===== src/rtl/csr_machine_file_pkg.sv =====
// ---------------------------------------------------------------------------
// csr_machine_file_pkg
// Shared definitions for the machine-mode CSR file: 12-bit CSR addresses,
// the CSR operation encoding, mstatus bit positions, interrupt cause codes
// (which double as the mip/mie bit positions) and fixed read values.
// ---------------------------------------------------------------------------
package csr_machine_file_pkg;

    // Machine-mode CSR addresses
    localparam logic [11:0] CSR_MSTATUS       = 12'h300;
    localparam logic [11:0] CSR_MISA          = 12'h301;
    localparam logic [11:0] CSR_MIE           = 12'h304;
    localparam logic [11:0] CSR_MTVEC         = 12'h305;
    localparam logic [11:0] CSR_MCOUNTINHIBIT = 12'h320;
    localparam logic [11:0] CSR_MSCRATCH      = 12'h340;
    localparam logic [11:0] CSR_MEPC          = 12'h341;
    localparam logic [11:0] CSR_MCAUSE        = 12'h342;
    localparam logic [11:0] CSR_MTVAL         = 12'h343;
    localparam logic [11:0] CSR_MIP           = 12'h344;
    localparam logic [11:0] CSR_MCYCLE        = 12'hB00;
    localparam logic [11:0] CSR_MINSTRET      = 12'hB02;
    localparam logic [11:0] CSR_MHPMCOUNTER3  = 12'hB03;
    localparam logic [11:0] CSR_MVENDORID     = 12'hF11;
    localparam logic [11:0] CSR_MARCHID       = 12'hF12;
    localparam logic [11:0] CSR_MIMPID        = 12'hF13;
    localparam logic [11:0] CSR_MHARTID       = 12'hF14;

    // Setting this address bit selects the high half of a counter (0xB8x).
    localparam logic [11:0] CSR_COUNTER_HI_BIT = 12'h080;

    typedef enum logic [1:0] {
        CSR_OP_NONE  = 2'b00,
        CSR_OP_WRITE = 2'b01,
        CSR_OP_SET   = 2'b10,
        CSR_OP_CLEAR = 2'b11
    } csrOp_e;

    // mstatus bit positions
    localparam int MSTATUS_MIE    = 3;
    localparam int MSTATUS_MPIE   = 7;
    localparam int MSTATUS_MPP_LO = 11;
    localparam int MSTATUS_MPP_HI = 12;

    // Interrupt cause codes; also the bit positions inside mip and mie
    localparam logic [4:0] IRQ_CAUSE_SOFTWARE = 5'd3;
    localparam logic [4:0] IRQ_CAUSE_TIMER    = 5'd7;
    localparam logic [4:0] IRQ_CAUSE_EXTERNAL = 5'd11;

    localparam logic [31:0] MISA_VALUE  = 32'h4000_0100;
    localparam logic [31:0] MIE_MASK    = 32'h0000_0888;
    localparam logic [31:0] MCAUSE_MASK = 32'h8000_001F;

    // Writable bits of mcountinhibit: CY (0), IR (2) and one bit per HPM counter.
    function automatic logic [31:0] count_inhibit_mask(input int num_hpm);
        logic [31:0] mask;
        mask = 32'h0000_0005;
        for (int i = 0; i < num_hpm; i++) begin
            mask[3 + i] = 1'b1;
        end
        return mask;
    endfunction

endpackage


===== src/rtl/csr_counter.sv =====
// ---------------------------------------------------------------------------
// csr_counter
// One WIDTH-bit machine counter (mcycle, minstret or an mhpmcounter).
// Ports:
//   clock, reset     rising-edge clock, asynchronous active-low reset
//   increment        count strobe for this cycle
//   inhibit          mcountinhibit bit; blocks the increment when 1
//   writeLow         replace count[31:0] with data
//   writeHigh        replace count[WIDTH-1:32] with data[WIDTH-33:0]
//   data             write data
//   count            full counter value
// A write to either half takes precedence over (and suppresses) the
// increment of the same cycle. The count wraps naturally at 2^WIDTH.
// ---------------------------------------------------------------------------
module csr_counter
    import csr_machine_file_pkg::*;
#(
    parameter int WIDTH = 64
) (
    input  logic             clock,
    input  logic             reset,
    input  logic             increment,
    input  logic             inhibit,
    input  logic             writeLow,
    input  logic             writeHigh,
    input  logic [31:0]      data,
    output logic [WIDTH-1:0] count
);

    logic [WIDTH-1:0] r_count;

    always_ff @(posedge clock or negedge reset) begin
        if (!reset) begin
            r_count <= '0;
        end else if (writeLow) begin
            r_count[31:0] <= data;
        end else if (writeHigh) begin
            r_count[WIDTH-1:32] <= data[WIDTH-33:0];
        end else if (increment && !inhibit) begin
            r_count <= r_count + WIDTH'(1);
        end
    end

    assign count = r_count;

endmodule


===== src/rtl/csr_machine_file.sv =====
// ---------------------------------------------------------------------------
// csr_machine_file
// Machine-mode CSR file: full 12-bit address decode, write/set/clear
// operations, cycle/instret/HPM counters with inhibit, registered mip,
// trap entry and mret handling, and illegal-access detection.
// Ports:
//   clock, reset                       clock, asynchronous active-low reset
//   csrAddress/csrOp/csrWriteData      CSR access (op: none/write/set/clear)
//   csrReadData, csrIllegal            combinational read value and legality
//   retire, hpmEvent                   counter strobes
//   externalIrq/timerIrq/softwareIrq   interrupt lines, sampled into mip
//   trapTake/trapInterrupt/trapCause/trapPC/trapValue   trap entry
//   mretSignal                         return from trap
//   trapVector, mepcOut, irqPending    handler target, mret target, pending irq
// Update priority per cycle: trapTake > mretSignal > CSR write. A trap drops
// the same-cycle CSR write completely; mret only wins over a write to mstatus.
// Counters keep counting regardless of traps.
// ---------------------------------------------------------------------------
module csr_machine_file
    import csr_machine_file_pkg::*;
#(
    parameter int COUNTER_WIDTH = 64,
    parameter int NUM_HPM       = 4,
    parameter bit VECTORED      = 1'b1,
    parameter int HART_ID       = 0
) (
    input  logic               clock,
    input  logic               reset,
    input  logic [11:0]        csrAddress,
    input  logic [1:0]         csrOp,
    input  logic [31:0]        csrWriteData,
    output logic [31:0]        csrReadData,
    output logic               csrIllegal,
    input  logic               retire,
    input  logic [NUM_HPM-1:0] hpmEvent,
    input  logic               externalIrq,
    input  logic               timerIrq,
    input  logic               softwareIrq,
    input  logic               trapTake,
    input  logic               trapInterrupt,
    input  logic [4:0]         trapCause,
    input  logic [31:0]        trapPC,
    input  logic [31:0]        trapValue,
    input  logic               mretSignal,
    output logic [31:0]        trapVector,
    output logic [31:0]        mepcOut,
    output logic               irqPending
);

    localparam int          NUM_COUNTERS = 2 + NUM_HPM;
    localparam logic [31:0] INHIBIT_MASK = count_inhibit_mask(NUM_HPM);
    // mtvec MODE is limited to 0/1; MODE=1 only when vectoring is built in.
    localparam logic [31:0] MTVEC_MASK   = VECTORED ? 32'hFFFF_FFFD : 32'hFFFF_FFFC;

    // Architectural state
    logic        r_mstatus_mie;
    logic        r_mstatus_mpie;
    logic [31:0] r_mie;
    logic [31:0] r_mtvec;
    logic [31:0] r_mscratch;
    logic [31:0] r_mepc;
    logic [31:0] r_mcause;
    logic [31:0] r_mtval;
    logic [31:0] r_mip;
    logic [31:0] r_mcountinhibit;

    csrOp_e                   w_op;
    logic [31:0]              w_rdata;
    logic                     w_implemented;
    logic                     w_is_id;
    logic                     w_illegal;
    logic [31:0]              w_new;
    logic                     w_csr_we;
    logic [31:0]              w_mip_next;
    logic [31:0]              w_mtvec_base;
    logic [NUM_COUNTERS-1:0]  w_counter_sel;
    logic [COUNTER_WIDTH-1:0] w_count [NUM_COUNTERS];

    assign w_op = csrOp_e'(csrOp);

    // Address decode and read mux. Counter index 0 is mcycle, 1 is minstret,
    // 2+i is mhpmcounter(3+i); the high-half bit is masked off for matching.
    always_comb begin
        logic [11:0] v_target;
        w_rdata       = '0;
        w_implemented = 1'b1;
        w_is_id       = 1'b0;
        w_counter_sel = '0;
        for (int k = 0; k < NUM_COUNTERS; k++) begin
            if (k == 0)      v_target = CSR_MCYCLE;
            else if (k == 1) v_target = CSR_MINSTRET;
            else             v_target = CSR_MHPMCOUNTER3 + 12'(k - 2);
            if ((csrAddress & ~CSR_COUNTER_HI_BIT) == v_target) begin
                w_counter_sel[k] = 1'b1;
            end
        end
        if (|w_counter_sel) begin
            for (int k = 0; k < NUM_COUNTERS; k++) begin
                if (w_counter_sel[k]) begin
                    w_rdata = csrAddress[7] ? 32'(w_count[k] >> 32) : w_count[k][31:0];
                end
            end
        end else begin
            unique case (csrAddress)
                CSR_MSTATUS: begin
                    w_rdata[MSTATUS_MPP_HI:MSTATUS_MPP_LO] = 2'b11;
                    w_rdata[MSTATUS_MPIE]                  = r_mstatus_mpie;
                    w_rdata[MSTATUS_MIE]                   = r_mstatus_mie;
                end
                CSR_MISA:          w_rdata = MISA_VALUE;
                CSR_MIE:           w_rdata = r_mie;
                CSR_MTVEC:         w_rdata = r_mtvec;
                CSR_MCOUNTINHIBIT: w_rdata = r_mcountinhibit;
                CSR_MSCRATCH:      w_rdata = r_mscratch;
                CSR_MEPC:          w_rdata = r_mepc;
                CSR_MCAUSE:        w_rdata = r_mcause;
                CSR_MTVAL:         w_rdata = r_mtval;
                CSR_MIP:           w_rdata = r_mip;
                CSR_MVENDORID, CSR_MARCHID, CSR_MIMPID: begin
                    w_is_id = 1'b1;
                end
                CSR_MHARTID: begin
                    w_is_id = 1'b1;
                    w_rdata = 32'(HART_ID);
                end
                default: w_implemented = 1'b0;
            endcase
        end
    end

    // Read-only IDs tolerate set/clear only with a zero mask (csrrs rd, x0 style).
    assign w_illegal = ((w_op != CSR_OP_NONE) && !w_implemented)
                     || (w_is_id && (w_op == CSR_OP_WRITE))
                     || (w_is_id && ((w_op == CSR_OP_SET) || (w_op == CSR_OP_CLEAR))
                         && (csrWriteData != 32'h0));

    always_comb begin
        unique case (w_op)
            CSR_OP_WRITE: w_new = csrWriteData;
            CSR_OP_SET:   w_new = w_rdata | csrWriteData;
            CSR_OP_CLEAR: w_new = w_rdata & ~csrWriteData;
            default:      w_new = w_rdata;
        endcase
    end

    assign w_csr_we = (w_op != CSR_OP_NONE) && !w_illegal && !trapTake;

    always_comb begin
        w_mip_next                     = '0;
        w_mip_next[IRQ_CAUSE_SOFTWARE] = softwareIrq;
        w_mip_next[IRQ_CAUSE_TIMER]    = timerIrq;
        w_mip_next[IRQ_CAUSE_EXTERNAL] = externalIrq;
    end

    always_ff @(posedge clock or negedge reset) begin
        if (!reset) begin
            r_mstatus_mie   <= 1'b0;
            r_mstatus_mpie  <= 1'b0;
            r_mie           <= '0;
            r_mtvec         <= '0;
            r_mscratch      <= '0;
            r_mepc          <= '0;
            r_mcause        <= '0;
            r_mtval         <= '0;
            r_mip           <= '0;
            r_mcountinhibit <= '0;
        end else begin
            r_mip <= w_mip_next;
            if (w_csr_we) begin
                unique case (csrAddress)
                    CSR_MSTATUS: begin
                        if (!mretSignal) begin
                            r_mstatus_mie  <= w_new[MSTATUS_MIE];
                            r_mstatus_mpie <= w_new[MSTATUS_MPIE];
                        end
                    end
                    CSR_MIE:           r_mie           <= w_new & MIE_MASK;
                    CSR_MTVEC:         r_mtvec         <= w_new & MTVEC_MASK;
                    CSR_MCOUNTINHIBIT: r_mcountinhibit <= w_new & INHIBIT_MASK;
                    CSR_MSCRATCH:      r_mscratch      <= w_new;
                    CSR_MEPC:          r_mepc          <= {w_new[31:2], 2'b00};
                    CSR_MCAUSE:        r_mcause        <= w_new & MCAUSE_MASK;
                    CSR_MTVAL:         r_mtval         <= w_new;
                    default: ;
                endcase
            end
            if (trapTake) begin
                r_mepc         <= {trapPC[31:2], 2'b00};
                r_mcause       <= {trapInterrupt, 26'b0, trapCause};
                r_mtval        <= trapValue;
                r_mstatus_mpie <= r_mstatus_mie;
                r_mstatus_mie  <= 1'b0;
            end else if (mretSignal) begin
                r_mstatus_mie  <= r_mstatus_mpie;
                r_mstatus_mpie <= 1'b1;
            end
        end
    end

    for (genvar g = 0; g < NUM_COUNTERS; g++) begin : g_counter
        // Inhibit bit is CY=0, IR=2, HPM=3+i, i.e. the counter's CSR offset.
        localparam int INH_BIT = (g == 0) ? 0 : g + 1;
        logic w_strobe;
        if (g == 0) begin : g_cycle
            assign w_strobe = 1'b1;
        end else if (g == 1) begin : g_instret
            assign w_strobe = retire;
        end else begin : g_hpm
            assign w_strobe = hpmEvent[g-2];
        end
        csr_counter #(
            .WIDTH(COUNTER_WIDTH)
        ) u_counter (
            .clock    (clock),
            .reset    (reset),
            .increment(w_strobe),
            .inhibit  (r_mcountinhibit[INH_BIT]),
            .writeLow (w_csr_we && w_counter_sel[g] && !csrAddress[7]),
            .writeHigh(w_csr_we && w_counter_sel[g] && csrAddress[7]),
            .data     (w_new),
            .count    (w_count[g])
        );
    end

    assign w_mtvec_base = {r_mtvec[31:2], 2'b00};
    assign trapVector   = (r_mtvec[0] && trapInterrupt)
                        ? w_mtvec_base + {25'b0, trapCause, 2'b00}
                        : w_mtvec_base;

    assign csrReadData = w_rdata;
    assign csrIllegal  = w_illegal;
    assign mepcOut     = r_mepc;
    assign irqPending  = r_mstatus_mie & (|(r_mie & r_mip));

endmodule


===== config.mk =====
export PLATFORM = sky130hd
export DESIGN_NAME = csr_machine_file
export DESIGN_NICKNAME = d
export VERILOG_FILES = /design/src/rtl/csr_machine_file_pkg.sv /design/src/rtl/csr_counter.sv /design/src/rtl/csr_machine_file.sv
export SDC_FILE = /design/constraint.sdc
export NUM_CORES = 2
export LEC_CHECK = 0
export CAP_MARGIN = 20
export CORE_MARGIN = 8
export CORE_UTILIZATION = 35
export DETAILED_ROUTE_END_ITERATION = 8
export MAX_ROUTING_LAYER = met4
export PLACE_DENSITY = 0.5
export REMOVE_ABC_BUFFERS = 1
export SYNTH_ARGS = -nofsm -noshare
export SYNTH_HDL_FRONTEND = slang
export SYNTH_SLANG_ARGS = --single-unit
export TNS_END_PERCENT = 10

===== constraint.sdc =====
create_clock -name clock -period 4.5 [get_ports clock]
set_input_delay 0.9 -clock clock [delete_from_list [all_inputs] [get_ports clock]]
set_output_delay 0.9 -clock clock [all_outputs]
set_load 0.01 [all_outputs]

==> PnR_summary.wiki <==
{| class="wikitable"
! Metric !! Value
|-
| Run status || finished with violations
|-
| Violated checks || negative setup slack
|-
| TritonCTS clock tree || built
|-
| CORE AREA || about 100000 sq um
|-
| Max Cap Viol || 0
|-
| Setup repair after global routing missed its margin || true
|-
| Sequential share of the synthesized area || 0.369
|-
| Number of hold buffers added after cts || 0
|-
| DP Wirelength || about 150000 um
|-
| Placed Instance Area || about 45000 sq um
|-
| Clock insertion delay at the later pin of the skew report || approximately 650 ps
|-
| Worst slack on hold paths || around 370 ps
|-
| Clock period minus worst slack || 4550 ps
|-
| Remaining global-route overflow || 0
|-
| Clock transition at path regs || 70 ps
|-
| Critical path capture point type || output pin
|-
| Layout overhead on the synthesized area || 33.8%
|-
| Htree depth || 3
|-
| Count of warnings emitted by yosys || 0
|-
| Sequential cell area || approximately 13000 sq um
|-
| Dominant cell by count in the synthesized netlist || sky130_fd_sc_hd__dfrtp_1
|-
| Post-Syn Area || 35800 sq um
|-
| Period utilization || 1.01
|-
| Slew of the pin with the lowest slew margin || 942 ps
|-
| Final Hold Fails || 0
|-
| Core utilization of the finished layout || 0.472
|-
| Sum of internal, switching and leakage power || around 0.014 W
|-
| Max VDD drop || 0.000252 V
|-
| Max-slew violation total from the final report || 0
|-
| Count of boundary I/O pins || around 230
|-
| Number of enable-type register cells in the synthesized netlist || 0
|-
| Die boundary width || 336 um
|-
| Area taken by multi-input logic gates || 21500 sq um
|-
| Initial core utilization || 0.352
|-
| Area leader, netlist || sky130_fd_sc_hd__dfrtp_1
|-
| Via total after detailed routing || 39200
|-
| Met1 track demand over resource || 0.459
|-
| DIE HEIGHT || approximately 340 um
|-
| Drt initial violations || approximately 4700
|-
| Fraction of registers with async set/reset || 1.00
|-
| 1st-pass router iterations || 6
|-
| Most crowded layer after global routing || met2
|-
| Clk buf depth || 3
|-
| Post-route cell area || 48000 sq um
|-
| Post-Route Skew || around 19 ps
|-
| Clk Tree Root Cell || sky130_fd_sc_hd__clkbuf_16
|-
| Ranking of synthesized cells by area || sky130_fd_sc_hd__dfrtp_1 (37%), sky130_fd_sc_hd__mux2i_1 (6.1%), sky130_fd_sc_hd__nand2_1 (4.6%), sky130_fd_sc_hd__o21ai_0 (4.1%), sky130_fd_sc_hd__nand3_1 (3.4%)
|-
| Routed wire per std cell || around 31 um
|-
| Largest net degree at the start of global routing || 84
|-
| Top achievable clock speed || 220 MHz
|-
| Fin nets || between 5000 and 6000
|-
| Number of clock sinks seen by CTS || around 530
|-
| Number of nets still failing antenna checks after routing || 0
|-
| Met2 Track Usage GR || 0.523
|-
| Mean instance size in the synthesized netlist || ~8.5 sq um
|-
| # DRC || 0
|-
| Placement row count || 117
|-
| Final RePlAce weighted congestion || just over 1
|-
| Wire length after detailed routing || 197000 um
|-
| Pleak || between 20 and 25 nW
|-
| Fraction of post-synthesis cell area in the top cell type by area || 0.369
|-
| Total track usage || 0.348
|-
| Share of final-layout standard cells stronger than drive strength 1 || 0.207
|-
| PwrDens || 289 nW/um^2
|-
| Worst rel slew slack || 0.372
|-
| CP Data Arrival Time || between 3000 and 4000 ps
|-
| Worst Slack Setup Final || -53.3 ps
|-
| Inserted Clock Buffers || approximately 70
|-
| Number of fill cells in the layout || 10100
|-
| Seq cells post-synth || between 500 and 600
|-
| Overall die area || roughly 110000 sq um
|-
| Setup Viol. Count Final || 1
|-
| Global-route wire length before repair || approximately 280000 um
|-
| Min-delay worst type || in -> async
|-
| Category of the worst setup path launch point || primary input
|-
| Count of buffers inserted at the top-level ports || 219
|-
| Startpoint-to-endpoint class of the critical path || in -> out
|-
| Met3 Usage GRT || 0.0628
|-
| Commonest cells in the synthesized netlist || sky130_fd_sc_hd__dfrtp_1 (529), sky130_fd_sc_hd__nand2_1 (443), sky130_fd_sc_hd__nor2_1 (308), sky130_fd_sc_hd__o21ai_0 (294), sky130_fd_sc_hd__nand3_1 (246)
|-
| Via count of the first global-routing pass || roughly 37000
|-
| Number of antenna violations at the first check in global routing || 21
|-
| Distinct cell type count of the synthesized netlist || 97
|-
| Main flop type after synthesis || sky130_fd_sc_hd__dfrtp_1
|-
| Per-cell via count in the routed design || 6.17
|-
| Number of instances in the synthesized netlist || approximately 4200
|-
| CP Max Fanout || 11
|-
| Critical Path RT || about 3600 ps
|}
## state kept, by name, indices dropped and copies added (netlist names)
register,count
r_mcountinhibit,6
r_mip,3
r_mscratch,32
r_mie,3
mepcOut,30
g_counter.u_counter.count,384
r_mcause,6
r_mstatus_mpie,1
r_mtval,32
r_mstatus_mie,1
r_mtvec,31
## per-stage QoR
| stage | setup WS [ps] | instances | TNS [ps] |
|---|---|---|---|
| after floorplan | -1880 | 3918 | -98340 |
| after global placement | -710 | 6205 | -20760 |
| after detailed placement | -757 | 6205 | -22710 |
| after CTS | -161 | 6341 | -378 |
| after global routing | -95.6 | 6350 | -349 |
| final | -53.3 | 6355 | -53.3 |
## power breakdown
part	internal, W	switching, W	total, W	leakage (nW)
Clock	0.00348	0.00229	0.00577	1.14
Combinational	0.00106	0.00159	0.00265	12.3
Sequential	0.00502	0.000423	0.00545	6.93
## routing by layer
layer,wire length (um),part of all wire,up-vias
met5,0,0,-
met1,84000,0.43,19600
li1,-,-,17300
met4,10400,0.053,0
met3,16000,0.081,388
met2,86800,0.44,1923
## cells in the final DEF (no fill, tap or decap), drive strengths merged, types with 41 or more instances in the layout
master	instances
a22oi	111
xor2	118
a21oi	225
nand3	247
buf	725
xnor2	121
o21ai	329
or3	42
clkbuf	108
and4	44
and3	72
inv	74
nand2	443
nor3	116
dfrtp	529
mux2i	220
nor4	97
o22ai	41
clkdlybuf4s50	153
nor2	309
nand4	134
o211ai	94
## final timing paths
kind,from,to,slack (ps),cells past startpoint
min reg2reg,r_mscratch[10],r_mscratch[10],480,2
max in group asynchronous,reset,mepcOut[7],3120,2
max reg2reg,g_counter[2].u_counter.count[39],r_mstatus_mpie,1110,10
min in group clock,r_mscratch[10],r_mscratch[10],480,2
min,reset,r_mscratch[22],370,1
max,csrAddress[11],csrReadData[20],-50,10
## cell families (layout without fill, tap and decap cells)
| family | Yosys count | count (layout) | share of synthesized area |
|---|---|---|---|
| buffers and inverters | 372 | 1132 | 0.0447 |
| xor gates and xnor gates | 239 | 239 | 0.0584 |
| muxes | 261 | 261 | 0.0746 |
| other | 1 | 15 | 0.000105 |
| DFF | 529 | 529 | 0.369 |
| and+or+nand+nor | 1666 | 1666 | 0.239 |
| AOI/OAI and AO/OA | 1133 | 1133 | 0.210 |
| adders and majority gates | 12 | 12 | 0.00440 |
## final cells by class
| cell class | instances | share of cell area |
|---|---|---|
| flip-flops and latches | 529 | 0.276 |
| clock inverters | 18 | 0.00456 |
| clock buffers | 101 | 0.0434 |
| repair buffers | 939 | 0.186 |
| well taps | 1368 | 0.0357 |
| inverters | 74 | 0.00579 |
| diodes | 11 | 0.000574 |
| multi-input cells | 3315 | 0.448 |
## repair_timing
item / 4_1_cts / 5_1_grt
pin swaps: 25 / 4
resized for setup: 117 / 44
setup buffers: 14 / 3
cloned: 3 / 0
endpoints found under the setup margin: 50 / 40
## worst max-delay path, cell delays in order
cell                              delay, ps
sky130_fd_sc_hd__clkdlybuf4s50_1        420
sky130_fd_sc_hd__buf_6                  160
sky130_fd_sc_hd__or4b_4                 600
sky130_fd_sc_hd__buf_4                  190
sky130_fd_sc_hd__nor4_2                 180
sky130_fd_sc_hd__buf_4                  200
sky130_fd_sc_hd__a222oi_1               160
sky130_fd_sc_hd__o31ai_2                130
sky130_fd_sc_hd__buf_4                  180
sky130_fd_sc_hd__clkdlybuf4s50_1        530
(Power assumes the default switching activity.)
